File: src/rtl/relogio_pkg.sv
// Shared types and helpers for the settable time-of-day clock.
// Optional alarm feature is built when ALARM_EN is defined.
package relogio_pkg;

  typedef enum logic [2:0] {
    RUN    = 3'd0,
    SET_H  = 3'd1,
    SET_M  = 3'd2,
    SET_S  = 3'd3,
    SET_AH = 3'd4,
    SET_AM = 3'd5
  } state_t;

  typedef logic [7:0] bcd2_t;

  localparam bcd2_t MAX_SEC  = 8'h59;
  localparam bcd2_t MAX_MIN  = 8'h59;
  localparam bcd2_t MAX_HOUR = 8'h23;

  // Converts a 24 h BCD hour into its 12 h BCD display value (00 -> 12, 13..23 -> 01..11).
  function automatic bcd2_t to_12h(input bcd2_t h);
    logic [4:0] bin;
    logic [4:0] adj;
    bin = {1'b0, h[7:4]} * 5'd10 + {1'b0, h[3:0]};
    if (bin == 5'd0) begin
      adj = 5'd12;
    end else if (bin > 5'd12) begin
      adj = bin - 5'd12;
    end else begin
      adj = bin;
    end
    if (adj >= 5'd10) begin
      to_12h = {4'd1, 4'(adj - 5'd10)};
    end else begin
      to_12h = {4'd0, 4'(adj)};
    end
  endfunction

endpackage

File: src/rtl/relogio_parametrizado_bcd_mod_counter.sv
// Two-digit BCD counter wrapping from MAX to 00, with synchronous clear.
// carry is combinational: high while inc is asserted at MAX.
module bcd_mod_counter
  import relogio_pkg::*;
#(
  parameter bcd2_t MAX = 8'h59
) (
  input  logic  clk,
  input  logic  rst_n,
  input  logic  inc,
  input  logic  clr,
  output bcd2_t value,
  output logic  carry
);

  logic at_max;

  assign at_max = (value == MAX);
  assign carry  = inc & at_max;

  // BCD increment with wrap at MAX; clear takes priority over increment.
  always_ff @(posedge clk or negedge rst_n) begin
    if (!rst_n) begin
      value <= 8'h00;
    end else if (clr) begin
      value <= 8'h00;
    end else if (inc) begin
      if (at_max) begin
        value <= 8'h00;
      end else if (value[3:0] == 4'd9) begin
        value <= {value[7:4] + 4'd1, 4'd0};
      end else begin
        value <= {value[7:4], value[3:0] + 4'd1};
      end
    end else begin
      value <= value;
    end
  end

endmodule

File: src/rtl/relogio_parametrizado.sv
// Settable 24 h clock with 12/24 h display, field-edit FSM and blink mask.
// Ticks are derived from CLOCK_50 via CLK_HZ. Define ALARM_EN to add the
// alarm registers, the two alarm-edit states and the alarm ring output.
module relogio_parametrizado
  import relogio_pkg::*;
#(
  parameter int CLK_HZ = 50_000_000
) (
  input  logic       CLOCK_50,
  input  logic       reset,
  input  logic       btn_mode,
  input  logic       btn_inc,
  input  logic       mode_12h,
  input  logic       alarm_on,
  output logic [7:0] bcd_h,
  output logic [7:0] bcd_m,
  output logic [7:0] bcd_s,
  output logic       pm,
  output logic [2:0] blank,
  output logic       alarm
);

  localparam int DIV_MAX = CLK_HZ / 2 - 1;
  localparam int DIV_W   = (DIV_MAX > 0) ? $clog2(DIV_MAX + 1) : 1;
  localparam logic [DIV_W-1:0] DIV_TERM = DIV_W'(DIV_MAX);

  state_t           state;
  state_t           state_next;
  logic [DIV_W-1:0] div;
  logic             sec_phase;
  logic             blink_phase;
  logic             mode_prev;
  logic             inc_prev;
  logic             half_tick;
  logic             sec_tick;
  logic             mode_edge;
  logic             inc_edge;
  logic             inc_only;
  logic             mode_adv;
  logic             to_run;
  logic             in_run;
  logic             s_inc, s_clr, s_carry;
  logic             m_inc, m_carry;
  logic             h_inc;
  logic             unused_h_carry;
  bcd2_t            hour, minute, second;
  bcd2_t            disp_h, disp_m, disp_s;

  assign half_tick = (div == DIV_TERM);
  assign sec_tick  = half_tick & sec_phase;
  assign mode_edge = btn_mode & ~mode_prev;
  assign inc_edge  = btn_inc & ~inc_prev;
  assign inc_only  = inc_edge & ~mode_edge;
  assign in_run    = (state == RUN);
  assign to_run    = mode_adv & (state != RUN) & (state_next == RUN);

  // Half-second divider and second phase; restarted when an edit returns to RUN.
  always_ff @(posedge CLOCK_50 or negedge reset) begin
    if (!reset) begin
      div       <= '0;
      sec_phase <= 1'b0;
    end else if (to_run) begin
      div       <= '0;
      sec_phase <= 1'b0;
    end else if (half_tick) begin
      div       <= '0;
      sec_phase <= ~sec_phase;
    end else begin
      div       <= div + DIV_W'(1);
      sec_phase <= sec_phase;
    end
  end

  // Blink phase free-runs at the half-second rate.
  always_ff @(posedge CLOCK_50 or negedge reset) begin
    if (!reset) begin
      blink_phase <= 1'b0;
    end else if (half_tick) begin
      blink_phase <= ~blink_phase;
    end else begin
      blink_phase <= blink_phase;
    end
  end

  // Previous button levels for rising-edge detection.
  always_ff @(posedge CLOCK_50 or negedge reset) begin
    if (!reset) begin
      mode_prev <= 1'b0;
      inc_prev  <= 1'b0;
    end else begin
      mode_prev <= btn_mode;
      inc_prev  <= btn_inc;
    end
  end

  // Field-select sequence, advanced by accepted mode presses.
  always_comb begin
    state_next = state;
    if (mode_adv) begin
      case (state)
        RUN:    state_next = SET_H;
        SET_H:  state_next = SET_M;
        SET_M:  state_next = SET_S;
`ifdef ALARM_EN
        SET_S:  state_next = SET_AH;
        SET_AH: state_next = SET_AM;
        SET_AM: state_next = RUN;
`else
        SET_S:  state_next = RUN;
`endif
        default: state_next = RUN;
      endcase
    end else begin
      state_next = state;
    end
  end

  // State register.
  always_ff @(posedge CLOCK_50 or negedge reset) begin
    if (!reset) begin
      state <= RUN;
    end else begin
      state <= state_next;
    end
  end

  // Time counters: run-mode ticking and carries, or single-field edits (no carry).
  assign s_inc = in_run & sec_tick;
  assign s_clr = (state == SET_S) & inc_only;
  assign m_inc = (in_run & s_carry) | ((state == SET_M) & inc_only);
  assign h_inc = (in_run & m_carry) | ((state == SET_H) & inc_only);

  bcd_mod_counter #(.MAX(MAX_SEC)) u_sec (
    .clk(CLOCK_50), .rst_n(reset), .inc(s_inc), .clr(s_clr), .value(second), .carry(s_carry)
  );
  bcd_mod_counter #(.MAX(MAX_MIN)) u_min (
    .clk(CLOCK_50), .rst_n(reset), .inc(m_inc), .clr(1'b0), .value(minute), .carry(m_carry)
  );
  bcd_mod_counter #(.MAX(MAX_HOUR)) u_hour (
    .clk(CLOCK_50), .rst_n(reset), .inc(h_inc), .clr(1'b0), .value(hour), .carry(unused_h_carry)
  );

`ifdef ALARM_EN
  bcd2_t alarm_h, alarm_m;
  logic  unused_ah_carry, unused_am_carry;
  logic  alarm_r;
  logic  match, match_prev;
  logic  unused_alarm_on;

  assign unused_alarm_on = 1'b0;
  assign mode_adv = mode_edge & ~alarm_r;
  assign match    = (hour == alarm_h) & (minute == alarm_m) & (second == 8'h00);
  assign alarm    = alarm_r;

  bcd_mod_counter #(.MAX(MAX_HOUR)) u_alarm_h (
    .clk(CLOCK_50), .rst_n(reset), .inc((state == SET_AH) & inc_only), .clr(1'b0),
    .value(alarm_h), .carry(unused_ah_carry)
  );
  bcd_mod_counter #(.MAX(MAX_MIN)) u_alarm_m (
    .clk(CLOCK_50), .rst_n(reset), .inc((state == SET_AM) & inc_only), .clr(1'b0),
    .value(alarm_m), .carry(unused_am_carry)
  );

  // Ring once when the running time reaches the alarm minute; any clear source wins.
  always_ff @(posedge CLOCK_50 or negedge reset) begin
    if (!reset) begin
      alarm_r    <= 1'b0;
      match_prev <= 1'b0;
    end else begin
      match_prev <= match;
      if (mode_edge | ~alarm_on | m_inc) begin
        alarm_r <= 1'b0;
      end else if (in_run & match & ~match_prev) begin
        alarm_r <= 1'b1;
      end else begin
        alarm_r <= alarm_r;
      end
    end
  end

  // Display source: alarm HH:MM:00 while editing the alarm, live time otherwise.
  always_comb begin
    disp_h = hour;
    disp_m = minute;
    disp_s = second;
    if ((state == SET_AH) || (state == SET_AM)) begin
      disp_h = alarm_h;
      disp_m = alarm_m;
      disp_s = 8'h00;
    end else begin
      disp_h = hour;
      disp_m = minute;
      disp_s = second;
    end
  end
`else
  logic unused_alarm_on;

  assign unused_alarm_on = alarm_on;
  assign mode_adv = mode_edge;
  assign alarm    = 1'b0;

  // Display source is always the live time.
  always_comb begin
    disp_h = hour;
    disp_m = minute;
    disp_s = second;
  end
`endif

  assign bcd_h = mode_12h ? to_12h(disp_h) : disp_h;
  assign bcd_m = disp_m;
  assign bcd_s = disp_s;
  assign pm    = mode_12h & (disp_h >= 8'h12);

  // Blank mask: only the field being edited blinks.
  always_comb begin
    blank = 3'b000;
    case (state)
      SET_H, SET_AH: blank = {blink_phase, 2'b00};
      SET_M, SET_AM: blank = {1'b0, blink_phase, 1'b0};
      SET_S:         blank = {2'b00, blink_phase};
      default:       blank = 3'b000;
    endcase
  end

endmodule

File: config.mk
export PLATFORM = sky130hd
export DESIGN_NAME = relogio_parametrizado
export DESIGN_NICKNAME = d
export VERILOG_FILES = /design/src/rtl/relogio_pkg.sv /design/src/rtl/relogio_parametrizado_bcd_mod_counter.sv /design/src/rtl/relogio_parametrizado.sv
export SDC_FILE = /design/constraint.sdc
export NUM_CORES = 1
export LEC_CHECK = 0
export CORE_ASPECT_RATIO = 0.9
export CORE_MARGIN = 2
export CORE_UTILIZATION = 55
export DETAILED_ROUTE_END_ITERATION = 8
export DONT_BUFFER_PORTS = 1
export MAX_ROUTING_LAYER = met4
export PLACE_DENSITY = 0.67
export SYNTH_ARGS = -nofsm -noshare
export SYNTH_HDL_FRONTEND = slang
export SYNTH_SLANG_ARGS = --single-unit
File: constraint.sdc
create_clock -name CLOCK_50 -period 9.8 [get_ports CLOCK_50]
set_input_delay 1.96 -clock CLOCK_50 [delete_from_list [all_inputs] [get_ports CLOCK_50]]
set_output_delay 1.96 -clock CLOCK_50 [all_outputs]
set_load 0.05 [all_outputs]
==> metrics.md, run 1 <==
| Metric | Value |
|---|---|
| Cell area after synthesis | `3480 um^2` |
| Pre-antenna DRT Iters | `4` |
| Site row count | `27` |
| CP Depth | `10` |
| Setup crit start kind | `register` |
| I/O pin count | `35` |
| Slowest stage delay, CP | `0.91 ns` |
| Ys Warns | `0` |
| HP Class | `register to register` |
| DRC errors left | `0` |
| Initial core utilization | `57.0%` |
| Ant diodes | `0` |
| Slew @ Worst Pin | `1.14 ns` |
| MaxCap Viol Count | `0` |
| Top cell by count, worst path | `ha_1` |
| Outcome | `completed` |
| CP cell instances | `ha_1 -> fa_1 -> xor2_1 -> inv_1 -> ha_1 -> a2bb2oi_1 -> o22a_1 -> ha_1 -> or3_1 -> a31oi_1` |
| Core area | `6110 um^2` |
| DRT antenna net count | `0` |
| Global route overflow | `0` |
| Cells after synthesis | `376` |
| Post_cts resized | `0` |
| Die W | `87.9 um` |
| Distinct cells, synth | `67` |
| Worst R2R Start | `u_sec.value[0]` |
| Critical path data required time | `7.84 ns` |
| Skew final | `0.0109 ns` |
| Die ar. | `6990 um^2` |
| Largest net degree at the start of global routing | `57` |
| Setup TNS | `0 ns` |
| CTS tree | `done` |
| GP Congestion | `0.857` |
| Max transition margin | `23.8%` |
| Initial antenna violation count | `0` |
| Flops & latches, synth | `56` |
| Max VDD drop | `164 uV` |
| Clock transition at path regs | `0.10 ns` |
| Net Count, Synth | `402` |
| Crit path time final | `5.77 ns` |
| CP Capture Type | `output port` |
| CTS H-tree lvls | `2` |
| CTS Buf Count | `5` |
| Root Driver | `clkbuf_8` |
| Global-route wire length before repair | `11200 um` |
| Final Hold Viols | `0` |
| Arrival @ worst endpoint | `3.81 ns` |
| CTS Buffer Depth | `2` |
| Post-CTS Hold Buffers | `0` |
| Fillers | `530` |
| Clk Latency, worst-skew pair | `0.32 ns` |
| FF-to-FF path depth | `7` |
| GRT Util Overall | `20.8%` |
| Via density per instance | `5.65` |
| Critical Path End | `bcd_h[3]` |
| Port-buffer cells | `0` |
| Wire length per cell | `13.9 um` |
| FMAX | `0.173 GHz` |
| Number of global-route vias before repair | `2453` |
| Final Net Count | `399` |
| PwrDens | `284 nW/um^2` |
| Pleak | `1.63 nW` |
| Fin crit share | `58.9%` |
| Slowest stage cell, crit path | `a31oi_1` |
| CP delay by family, top | `compound AO/OA/AOI/OAI gates` |
| Number of enable flip-flop cells after synthesis | `0` |
| Ys flop type | `dfrtp_1` |
| Share of cells above drive strength 1 | `8.56%` |
| Area growth from synthesis to final layout | `5.46%` |
| Sequential area share after synthesis | `40.2%` |
| Die height | `79.5 um` |
| CP Max Fanout | `10` |
| Initial drt markers | `125` |
| Routed Wire Length | `6430 um` |
| Critical Path Start | `u_hour.value[1]` |
| Post-route cell area | `3670 um^2` |
| RSZ-0062 raised after global routing | `false` |
| Setup bufs post-CTS | `0` |
| Via count | `2604` |
| Max-slew violations | `0` |
| Clock sinks | `56` |
| Kind of critical path | `register to output port` |
| WP buf/inv | `1` |
| Post-DP HPWL | `4550 um` |
| Leading cell types in the layout, fill and taps excluded | `nor2_1, dfrtp_1, nand2_1` |
| Average cell area after synthesis | `9.26 um^2` |
| Reg2reg setup slack | `7.04 ns` |
| Placed inst area | `3560 um^2` |
| Synth async-reset ratio | `100%` |
| Setup-failing EPs final | `0` |
| Worst r2r dst | `u_hour.value[2]` |
[per-stage QoR]
| stage | worst slack (ns) | total power, mW | instances | utilization (%) | hold WS (ns) |
|---|---|---|---|---|---|
| final | 4.03 | 1.04 | 461 | 60.1 | 0.503 |
| after global routing | 3.72 | 1.13 | 461 | 60.1 | 0.543 |
| after CTS | 3.99 | 1.05 | 461 | 60.1 | 0.515 |
| after detailed placement | 4.36 | 0.897 | 453 | 58.3 | 0.500 |
| after global placement | 4.41 | 0.883 | 453 | 58.3 | 0.489 |
| after floorplan | 4.45 | 0.824 | 376 | - | 0.465 |
[final cells by class]
type,count,area [um^2],share of cell area [%]
inverters,13,48.8,1.33
multi-input cells,296,2000,54.3
clock buffers,5,68.8,1.87
flip-flops and latches,56,1400,38.1
clock inverters,3,42.5,1.16
repair buffers,1,7.51,0.204
well taps,87,109,2.96
[report_power, final]
group / internal (mW) / total, mW / leakage [nW] / switching [mW]
Sequential: 0.277 / 0.434 / 0.738 / 0.157
Combinational: 0.170 / 0.457 / 0.839 / 0.288
Clock: 0.0757 / 0.153 / 0.0541 / 0.0769
[how the worst min path moves through the flow]
stage                startpoint     endpoint  slack (ns)  depth (start not counted)
finish              blink_phase  blink_phase        0.50                          1
global route        blink_phase  blink_phase        0.54                          1
CTS                 blink_phase  blink_phase        0.51                          1
detailed placement  blink_phase  blink_phase        0.50                          1
global placement    blink_phase  blink_phase        0.49                          1
floorplan           blink_phase  blink_phase        0.47                          1
[cell families after synthesis]
group | count (synthesis) | share of synthesized area (%)
AO/OA/AOI/OAI | 54 | 10.6
XOR/XNOR | 29 | 7.69
adder cells (fa/ha/maj) | 20 | 7.40
buffers and inverters | 24 | 2.77
flip-flops | 56 | 40.2
multiplexers | 12 | 3.99
other | 1 | 0.108
AND/OR/NAND/NOR | 180 | 27.3
[state kept, by name, summed over array words and instances, names as in the netlist]
signal        cells
div              25
u_hour.value      8
u_min.value       8
u_sec.value       8
state             3
blink_phase       1
inc_prev          1
mode_prev         1
sec_phase         1
[cells in the mapped netlist, types with 5 or more instances]
master / count / area (um^2)
a21oi_1: 16 / 80.1
and3_1: 9 / 56.3
clkbuf_1: 8 / 30.0
dfrtp_1: 56 / 1400
ha_1: 19 / 238
inv_1: 13 / 48.8
mux2_2: 6 / 67.6
nand2_1: 32 / 120
nand3_1: 21 / 105
nor2_1: 56 / 210
nor2b_1: 10 / 62.6
nor3_1: 6 / 30.0
nor4_1: 5 / 31.3
o21ai_0: 14 / 70.1
or3_1: 8 / 50.1
xnor2_1: 13 / 114
xor2_1: 15 / 131
[layer usage]
layer	global-route usage, %	share of wire (%)
met5	-	0
met4	4.31	0.82
met3	4.76	2.8
met2	31.3	46
met1	28.9	50
(Power assumes the default switching activity.)
==> inputs of run 2 (changes only) <==
- clock period: 9.8 -> 5.75 ns (I/O delays scaled with it)
==> run 2 against run 1 <==
  * Core utilization is 0.27 points lower
  * Sequential share of layout area rose by 0.17 points
  * Global-route usage decreased by 0.71 points
  * Critical path depth up 1
  * Non-clock buffer count up 1
  * First-iteration DRC count rose by 12%
  * Combinational power up 73%
  * Register-to-register slack worse by 4.1 ns
==> metrics.md, run 2 (same netlist as run 1, synthesis figures left out) <==
| Metric | Value |
|---|---|
| Via density per instance | `5.54` |
| Setup crit start kind | `register` |
| Worst R2R Start | `u_sec.value[0]` |
| Max reg flops | `25` |
| Ant diodes | `0` |
| Largest Register | `div` |
| Area of the multi-input gates | `2000 um^2` |
| Post-DP HPWL | `4470 um` |
| Combinational share of power | `45.3%` |
| Post_cts resized | `0` |
| Setup bufs post-CTS | `0` |
| Area growth from synthesis to final layout | `4.99%` |
| Global-route wire length before repair | `10900 um` |
| Slew @ Worst Pin | `1.03 ns` |
| Fin crit share | `84.8%` |
| Skew final | `0.00943 ns` |
| CP Max Fanout | `10` |
| Critical Path Start | `u_hour.value[1]` |
| HP Class | `register to register` |
| Core area | `6110 um^2` |
| Reg2reg setup slack | `2.94 ns` |
| FMAX | `0.205 GHz` |
| DRT antenna net count | `0` |
| Crit path time final | `4.88 ns` |
| Largest net degree at the start of global routing | `57` |
| Arrival @ worst endpoint | `3.73 ns` |
| I/O pin count | `35` |
| GRT Util Overall | `20.1%` |
| Setup-failing EPs final | `0` |
| CTS Buffer Depth | `2` |
| Via count | `2560` |
| CTS Buf Count | `5` |
| Non-Filler Instances | `462` |
| Setup TNS | `0 ns` |
| Max VDD drop | `355 uV` |
| Pre-antenna DRT Iters | `4` |
| Max transition margin | `31.5%` |
| Initial core utilization | `57.0%` |
| Die height | `79.5 um` |
| Max-slew violations | `0` |
| DRT met1 WL | `3140 um` |
| Post-CTS Hold Buffers | `0` |
| Final Net Count | `400` |
| Clock transition at path regs | `0.10 ns` |
| Outcome | `completed` |
| Port-buffer cells | `0` |
| Pleak | `1.63 nW` |
| Sequential share of power | `42.3%` |
| Int Pwr | `0.856 mW` |
| Seq. cell area | `1400 um^2` |
| Initial drt markers | `140` |
| CTS H-tree lvls | `2` |
| Met2 WL | `2880 um` |
| Critical Path End | `bcd_h[2]` |
| Worst r2r dst | `u_hour.value[2]` |
| Detailed-routed wire length on met3 | `242 um` |
| Final Hold Viols | `0` |
| Switching power share of the total | `51.0%` |
| Wire length per cell | `13.6 um` |
| Dpl cells | `454` |
| PwrDens | `477 nW/um^2` |
| FF-to-FF path depth | `7` |
| Site row count | `27` |
| Kind of critical path | `register to output port` |
| Global route overflow | `0` |
| GP Congestion | `0.846` |
| Critical path data required time | `4.60 ns` |
| Root Driver | `clkbuf_8` |
| DRC errors left | `0` |
| Clock sinks | `56` |
| Switching pwr | `0.890 mW` |
| CP Capture Type | `output port` |
| CTS tree | `done` |
| Die W | `87.9 um` |
| Final Util | `59.8%` |
| Share of cells above drive strength 1 | `8.80%` |
| Uppermost layer routed | `met4` |
| Die ar. | `6990 um^2` |
| Clock share of power | `12.4%` |
| RSZ-0062 raised after global routing | `false` |
| Clk Latency, worst-skew pair | `0.32 ns` |
| Routed Wire Length | `6290 um` |
| Initial antenna violation count | `0` |
| MaxCap Viol Count | `0` |
| Fillers | `525` |
| Number of global-route vias before repair | `2367` |
| Leading cell types in the layout, fill and taps excluded | `nor2_1, dfrtp_1, nand2_1` |
-- run 2: worst min-delay path by stage --
stage | cells past startpoint | to | slack, ns | start
2_1_floorplan | 1 | blink_phase | 0.47 | blink_phase
5_1_grt | 0 | u_min.value[7] | 0.48 | reset
3_3_place_gp | 1 | blink_phase | 0.49 | blink_phase
4_1_cts | 0 | u_min.value[7] | 0.50 | reset
6_report | 1 | blink_phase | 0.50 | blink_phase
3_5_place_dp | 1 | blink_phase | 0.50 | blink_phase
-- run 2: power by group through the flow --
stage | Sequential (mW) | Combinational, mW | Clock [mW]
6_report | 0.739 | 0.792 | 0.216
5_1_grt | 0.761 | 0.887 | 0.242
4_1_cts | 0.739 | 0.792 | 0.224
3_5_place_dp | 0.748 | 0.790 | 0
3_3_place_gp | 0.745 | 0.774 | 0
2_1_floorplan | 0.681 | 0.723 | 0
-- run 2: through the flow --
step / power [mW] / hold slack [ns] / setup slack, ns / area (um^2)
floorplan: 1.40 / 0.465 / 1.33 / 3480
global placement: 1.52 / 0.490 / 1.35 / 3570
detailed placement: 1.54 / 0.499 / 1.28 / 3570
CTS: 1.75 / 0.498 / 0.917 / 3660
global route: 1.89 / 0.482 / 0.628 / 3660
finish: 1.75 / 0.504 / 0.872 / 3660
-- run 2: worst max-delay path, cell delays in order, from the launching register on --
cell       delay [ns]
dfrtp_1          0.49
ha_1             0.28
fa_1             0.39
xor2_1           0.24
inv_1            0.15
ha_1             0.22
a2bb2oi_1        0.25
o22a_1           0.22
ha_1             0.22
o31ai_1          0.15
a2111o_1         0.42
nand3_1          0.38
-- run 2: final cells by class --
type                    instances  area share (%)
multi-input cells             296            54.6
flip-flops and latches         56            38.3
well taps                      87            2.98
clock buffers                   5            1.88
inverters                      13            1.33
clock inverters                 3           0.513
repair buffers                  2           0.411
-- run 2: metal layers --
| metal | global-route usage [%] | vias to the layer above |
|---|---|---|
| li1 | - | 1303 |
| met1 | 27.6 | 1200 |
| met2 | 30.2 | 53 |
| met3 | 4.65 | 4 |
| met4 | 4.92 | 0 |
| met5 | - | - |
